===== src/rtl/proc_pkg.sv =====
// Shared constants for the multi-cycle processor: opcodes, instruction field
// positions and FSM state encodings.
package proc_pkg;

    localparam logic [3:0] OP_NOP  = 4'h0;
    localparam logic [3:0] OP_ADDI = 4'h1;
    localparam logic [3:0] OP_ADD  = 4'h2;
    localparam logic [3:0] OP_SUB  = 4'h3;
    localparam logic [3:0] OP_LDI  = 4'h4;
    localparam logic [3:0] OP_BEQ  = 4'h8;
    localparam logic [3:0] OP_JMP  = 4'h9;
    localparam logic [3:0] OP_HALT = 4'hE;
    localparam logic [3:0] OP_OUT  = 4'hF;

    localparam int OPC_LSB = 28;
    localparam int RD_LSB  = 24;
    localparam int RS_LSB  = 20;
    localparam int RT_LSB  = 16;
    localparam int IMM_LSB = 0;
    localparam int IMM_W   = 16;

    typedef logic [2:0] state_t;
    localparam state_t S_WAIT   = 3'd0;
    localparam state_t S_FETCH  = 3'd1;
    localparam state_t S_LOAD   = 3'd2;
    localparam state_t S_EXEC   = 3'd3;
    localparam state_t S_HALTED = 3'd4;

    function automatic logic [3:0] reg_field(input logic [31:0] word, input int lsb);
        return word[lsb +: 4];
    endfunction

endpackage


===== src/rtl/proc_regfile.sv =====
// Register file: two combinational read ports, one synchronous write port.
// R0 and indices beyond NUM_REGS always read zero; writes to them are dropped.
module proc_regfile #(
    parameter int DATA_W   = 32,
    parameter int NUM_REGS = 16
) (
    input  logic              clk,
    input  logic              rst_n,
    input  logic [3:0]        ra_addr,
    output logic [DATA_W-1:0] ra_data,
    input  logic [3:0]        rb_addr,
    output logic [DATA_W-1:0] rb_data,
    input  logic              we,
    input  logic [3:0]        wa,
    input  logic [DATA_W-1:0] wd
);

    logic [DATA_W-1:0] regs_q [NUM_REGS];
    logic [DATA_W-1:0] regs_d [NUM_REGS];

    always_comb begin
        regs_d = regs_q;
        for (int i = 1; i < NUM_REGS; i++) begin
            if (we && (wa == 4'(i))) begin
                regs_d[i] = wd;
            end
        end
        regs_d[0] = '0;
    end

    always_comb begin
        ra_data = '0;
        rb_data = '0;
        for (int i = 1; i < NUM_REGS; i++) begin
            if (ra_addr == 4'(i)) ra_data = regs_q[i];
            if (rb_addr == 4'(i)) rb_data = regs_q[i];
        end
    end

    always_ff @(posedge clk or negedge rst_n) begin
        if (!rst_n) begin
            for (int i = 0; i < NUM_REGS; i++) begin
                regs_q[i] <= '0;
            end
        end else begin
            regs_q <= regs_d;
        end
    end

endmodule


===== src/rtl/proc_core.sv =====
// Multi-cycle processor core; one instruction per prescaler tick.
// Define PROC_CORE_BRANCH_EN to enable BEQ/JMP (otherwise they are illegal).
//   state    | meaning
//   S_WAIT   | idle until a tick is pending and run is high
//   S_FETCH  | imem_addr=pc presented to instruction memory
//   S_LOAD   | capture imem_rdata into ir
//   S_EXEC   | read operands, compute, write back, update pc
//   S_HALTED | terminal after HALT, left only by reset
module proc_core
    import proc_pkg::*;
#(
    parameter int DATA_W   = 32,
    parameter int NUM_REGS = 16,
    parameter int ADDR_W   = 3,
    parameter int TICK_DIV = 30000000
) (
    input  logic              clk,
    input  logic              rst_n,
    input  logic              run,
    output logic [ADDR_W-1:0] imem_addr,
    input  logic [31:0]       imem_rdata,
    output logic [DATA_W-1:0] result,
    output logic              result_valid,
    output logic              halted,
    output logic              illegal_op
);

    localparam int CNT_W = (TICK_DIV > 1) ? $clog2(TICK_DIV) : 1;

    state_t            state_q, state_d;
    logic [ADDR_W-1:0] pc_q, pc_d;
    logic [CNT_W-1:0]  cnt_q, cnt_d;
    logic              pend_q, pend_d;
    logic [31:0]       ir_q, ir_d;
    logic [DATA_W-1:0] result_q, result_d;
    logic              rvalid_q, rvalid_d;
    logic              illegal_q, illegal_d;

    logic              tick, consume;
    logic [3:0]        opcode, rd, rs, rt;
    logic [IMM_W-1:0]  imm;
    logic signed [IMM_W-1:0] imm_s;
    logic [DATA_W-1:0] rs_val, rt_val, rf_wd;
    logic              rf_we;
    logic [ADDR_W-1:0] pc_inc;

    assign opcode = ir_q[OPC_LSB +: 4];
    assign rd     = reg_field(ir_q, RD_LSB);
    assign rs     = reg_field(ir_q, RS_LSB);
    assign rt     = reg_field(ir_q, RT_LSB);
    assign imm    = ir_q[IMM_LSB +: IMM_W];
    assign imm_s  = signed'(imm);
    assign pc_inc = pc_q + ADDR_W'(1);

    assign tick    = (cnt_q == CNT_W'(TICK_DIV - 1));
    assign consume = (state_q == S_WAIT) && pend_q && run;

    proc_regfile #(
        .DATA_W   (DATA_W),
        .NUM_REGS (NUM_REGS)
    ) u_regfile (
        .clk     (clk),
        .rst_n   (rst_n),
        .ra_addr (rs),
        .ra_data (rs_val),
        .rb_addr (rt),
        .rb_data (rt_val),
        .we      (rf_we),
        .wa      (rd),
        .wd      (rf_wd)
    );

    always_comb begin
        state_d   = state_q;
        pc_d      = pc_q;
        ir_d      = ir_q;
        result_d  = result_q;
        rvalid_d  = 1'b0;
        illegal_d = illegal_q;
        rf_we     = 1'b0;
        rf_wd     = '0;
        cnt_d     = tick ? '0 : cnt_q + CNT_W'(1);
        // a tick landing in the consuming cycle is kept, not lost
        pend_d    = tick | (pend_q & ~consume);

        case (state_q)
            S_WAIT:  if (consume) state_d = S_FETCH;
            S_FETCH: state_d = S_LOAD;
            S_LOAD: begin
                ir_d    = imem_rdata;
                state_d = S_EXEC;
            end
            S_EXEC: begin
                state_d = S_WAIT;
                pc_d    = pc_inc;
                case (opcode)
                    OP_NOP: ;
                    OP_ADDI: begin
                        rf_we = 1'b1;
                        rf_wd = rs_val + DATA_W'(imm_s);
                    end
                    OP_ADD: begin
                        rf_we = 1'b1;
                        rf_wd = rs_val + rt_val;
                    end
                    OP_SUB: begin
                        rf_we = 1'b1;
                        rf_wd = rs_val - rt_val;
                    end
                    OP_LDI: begin
                        rf_we = 1'b1;
                        rf_wd = DATA_W'(imm);
                    end
                    OP_HALT: begin
                        pc_d    = pc_q;
                        state_d = S_HALTED;
                    end
                    OP_OUT: begin
                        result_d = rs_val;
                        rvalid_d = 1'b1;
                    end
`ifdef PROC_CORE_BRANCH_EN
                    OP_BEQ: if (rs_val == rt_val) pc_d = pc_inc + imm[ADDR_W-1:0];
                    OP_JMP: pc_d = imm[ADDR_W-1:0];
`endif
                    default: begin
                        result_d  = '1;
                        illegal_d = 1'b1;
                    end
                endcase
            end
            S_HALTED: ;
            default: state_d = S_WAIT;
        endcase
    end

    always_ff @(posedge clk or negedge rst_n) begin
        if (!rst_n) begin
            state_q   <= S_WAIT;
            pc_q      <= '0;
            cnt_q     <= '0;
            pend_q    <= 1'b0;
            ir_q      <= '0;
            result_q  <= '0;
            rvalid_q  <= 1'b0;
            illegal_q <= 1'b0;
        end else begin
            state_q   <= state_d;
            pc_q      <= pc_d;
            cnt_q     <= cnt_d;
            pend_q    <= pend_d;
            ir_q      <= ir_d;
            result_q  <= result_d;
            rvalid_q  <= rvalid_d;
            illegal_q <= illegal_d;
        end
    end

    assign imem_addr    = pc_q;
    assign result       = result_q;
    assign result_valid = rvalid_q;
    assign halted       = (state_q == S_HALTED);
    assign illegal_op   = illegal_q;

endmodule


===== config.mk =====
export PLATFORM = sky130hd
export DESIGN_NAME = proc_core
export DESIGN_NICKNAME = d
export VERILOG_FILES = /design/src/rtl/proc_pkg.sv /design/src/rtl/proc_regfile.sv /design/src/rtl/proc_core.sv
export SDC_FILE = /design/constraint.sdc
export NUM_CORES = 1
export LEC_CHECK = 0
export ABC_AREA = 1
export CAP_MARGIN = 20
export CELL_PAD_IN_SITES_DETAIL_PLACEMENT = 0
export CELL_PAD_IN_SITES_GLOBAL_PLACEMENT = 1
export CORE_ASPECT_RATIO = 2
export CORE_MARGIN = 3
export CORE_UTILIZATION = 35
export CTS_CLUSTER_SIZE = 25
export DETAILED_ROUTE_END_ITERATION = 10
export GPL_TIMING_DRIVEN = 0
export PLACE_DENSITY_LB_ADDON = 0.1
export SYNTH_ARGS = -nofsm -noshare
export SYNTH_HDL_FRONTEND = slang
export SYNTH_SLANG_ARGS = --single-unit

===== constraint.sdc =====
create_clock -name clk -period 4.9 [get_ports clk]
set_input_delay 0.735 -clock clk [delete_from_list [all_inputs] [get_ports clk]]
set_output_delay 0.735 -clock clk [all_outputs]
set_load 0.02 [all_outputs]

==> results.cfg <==
[run_status]
outcome = finished with violations
failing_checks = negative setup slack

[sta]
upper_clock_frequency_limit_mhz = 173
setup_viol_count_final = 373
final_setup_slack_of_the_worst_path_ns = -0.867
fin_crit_ns = 5.77
hold_violations = 0
fin_crit_sh_pct = 118
grt_setup_unrepaired = true
tightestPinTransition_ns = 1.14
slew_headroom_pct = 24.0
final_max_slew_viol_count = 0
skew_ns = 0.0279
timing.hold.ws_ns = 0.460
setup_total_negative_slack_ns = -172.39

[detailed_routing]
vias_per_cell = 5.38
totalWireLength_mm = 150
detail_route.first_pass.iterations = 6
post-route-drc-count = 0
route.vias.total = 31435
drt-initial-drc-count = 2460
drt-wirelength-per-cell_um = 25.6
postRouteAntennaNets = 0

[worst_setup_path]
cp_max_stage_delay_ns = 0.52
crit_path_start = ir_q[21]
timing.rr.start = ir_q[21]
cp_common_cell = buf_4
setup.reg_to_reg.worst_slack_ns = -0.87
cpMaxStageDelayCell = clkbuf_2
worstSetupPathType = flop to flop
kind_of_launch_point_of_the_worst_setup_path = flop
critPathMaxFanout = 10
critical_path.endpoint_type = flop
worstRegToRegCells = 36
worstPathRequired_ns = 5.49
cp-endpoint = result[0]
worstReg2RegEnd = result[0]
worst-endpoint-arrival_ns = 6.36

[pwr]
power.density_nw_per_um2 = 553
leakagePower_nw = 17.1
finalPower_mw = 22.0
irDropWorstVdd_mv = 0.333

[synthesis]
synth-warning-count = 0
netlist_area_um2 = 31600
synth-seq-cells = 578
synthCells = 4298
synth_flop_cell = dfrtp_1
postSynth.asyncResetShare_pct = 100
yosys.area.top_type = dfrtp_1
seq_area_frac_synth_pct = 45.8
synth_top_cells_by_area = dfrtp_1, nand2_1, o21ai_0
synth_nets = 4370
synth_enable_flop_cells = 0
post-synth-top-area-fraction_pct = 45.8
synth.distinct_cells = 58
synth_area_per_cell_um2 = 7.35

[clock_network]
clk_pin_slew_worst_paths_ns = 0.07
cts_root_buffer = clkbuf_16
tritoncts = built
worstSkewPairLatency_ns = 0.68
cts_max_level = 2
clock_path_buffers = 3
cts_made_buffers = 58
cts_sinks = 578

[global_route]
grt_pass1_vias = 31679
antenna_found_initial = 0
grt_max_degree = 111
gr-total-overflow = 0
first_pass_grt_wire_length_mm = 214
grtUsageTotal_pct = 31.5

[floorplanning]
die_x_um = 218
design.core.area_um2 = 89400
ios = 73
chipHeight_um = 431
initial_core_util_pct = 35.4
dieArea_um2 = 94200
std_cell_rows = 155

[place]
routability_congestion = 0.936
dp_worst_slack_ns = -4.02
io_buffers = 72
dp.cells = 5569
placement_cell_area_um2 = 34200
hpwl_mm = 119

[final_layout]
finalNetCount = 4695
finalNonFillerCells = 5844
finish.instance_area_um2 = 39700
n_antenna_cell = 0
post_route_cells_drive_above_1_share_pct = 15.2
area_growth_from_synthesis_to_layout_pct = 25.7
final_core_occ_pct = 44.4

[flow_run]
maxCapViolCount = 0

[worst_hold_path]
hp-class = flop to flop
-- power breakdown --
| part | internal, mW | leakage (nW) | total [mW] | switching (mW) |
|---|---|---|---|---|
| combinational | 3.96 | 8.34 | 11.7 | 7.74 |
| sequential | 5.16 | 7.81 | 5.49 | 0.322 |
| clock | 2.64 | 0.934 | 4.77 | 2.13 |
| total | 11.8 | 17.1 | 22.0 | 10.2 |
-- placed cells by master, fill, tap and decap left out, drive strengths merged, types with 19 or more instances in the layout --
| cell | instances |
|---|---|
| o22a | 20 |
| clkdlybuf4s50 | 71 |
| o211ai | 19 |
| o22ai | 43 |
| o2111ai | 40 |
| dfrtp | 578 |
| a21oi | 171 |
| nor2 | 388 |
| nand2 | 1274 |
| clkbuf | 268 |
| o21ai | 600 |
| inv | 404 |
| nand3 | 176 |
| nor3 | 38 |
| nand4 | 148 |
| ha | 36 |
| or2 | 21 |
| buf | 233 |
-- Yosys cell counts, drive strengths merged, types with 38 or more instances --
cell type	count
a21oi	171
buf	40
clkbuf	182
dfrtp	578
inv	406
nand2	1274
nand3	176
nand4	148
nor2	388
nor3	38
o2111ai	40
o21ai	600
o22ai	43
-- worst min-delay path by stage --
stage	start	end	cells past startpoint
after CTS	cnt_q[0]	cnt_q[0]	1
final	cnt_q[0]	cnt_q[0]	1
after global placement	cnt_q[0]	cnt_q[0]	1
after floorplan	cnt_q[0]	cnt_q[0]	1
after global routing	cnt_q[0]	cnt_q[0]	1
after detailed placement	cnt_q[0]	cnt_q[0]	1
-- sequential cells by signal, indices dropped and copies added, names as in the netlist --
signal            count
imem_addr             3
state_q               3
result_valid          1
pend_q                1
cnt_q                25
u_regfile.regs_q    480
result               32
illegal_op            1
ir_q                 32
-- cell type report --
class	count	area, um^2
Clock buffer	88	1700
Clock inverter	16	218
Timing Repair Buffer	263	2610
Inverter	416	1620
Tap cell	1177	1470
Buffer	222	1430
Fill cell	9273	49700
Timing Repair inverter	2	15.0
Multi-Input combinational cell	3082	16200
Sequential cell	578	14500
-- cells by family (layout without fill, tap and decap cells) --
group	after synthesis	after routing	synth area share, %
DFF	578	578	45.8
buffers and inverters	638	1007	7.97
adders and majority gates	37	37	1.49
and+or+nand+nor	2069	2069	27.4
muxes	3	3	0.103
xor gates and xnor gates	21	21	0.582
AOI/OAI and AO/OA	952	952	16.7
-- critical path: cells and delay by family (launching register included) --
family / cells / cell delay, ns
and+or+nand+nor: 2 / 0.59
AOI/OAI and AO/OA: 3 / 0.42
DFF: 1 / 0.45
buffers and inverters: 31 / 4.23
-- routing by layer --
metal | part of all wire [%] | GRT usage [%] | vias up
met1 | 33 | 30.6 | 15110
met4 | 10 | 26.3 | 0
met3 | 3.2 | 2.69 | 450
met5 | 0 | 0 | -
met2 | 53 | 59.0 | 982
li1 | - | - | 14893
-- timing repair --
item                       4_1_cts  5_1_grt
hold endpoints to repair        10        0
cloned                           8        1
gates resized for setup        484      220
setup endpoints to repair      480      434
pin swaps                       82       81
hold buffers                     1        0
buffers inserted               119       43
Power figures use the tool's default switching activity.
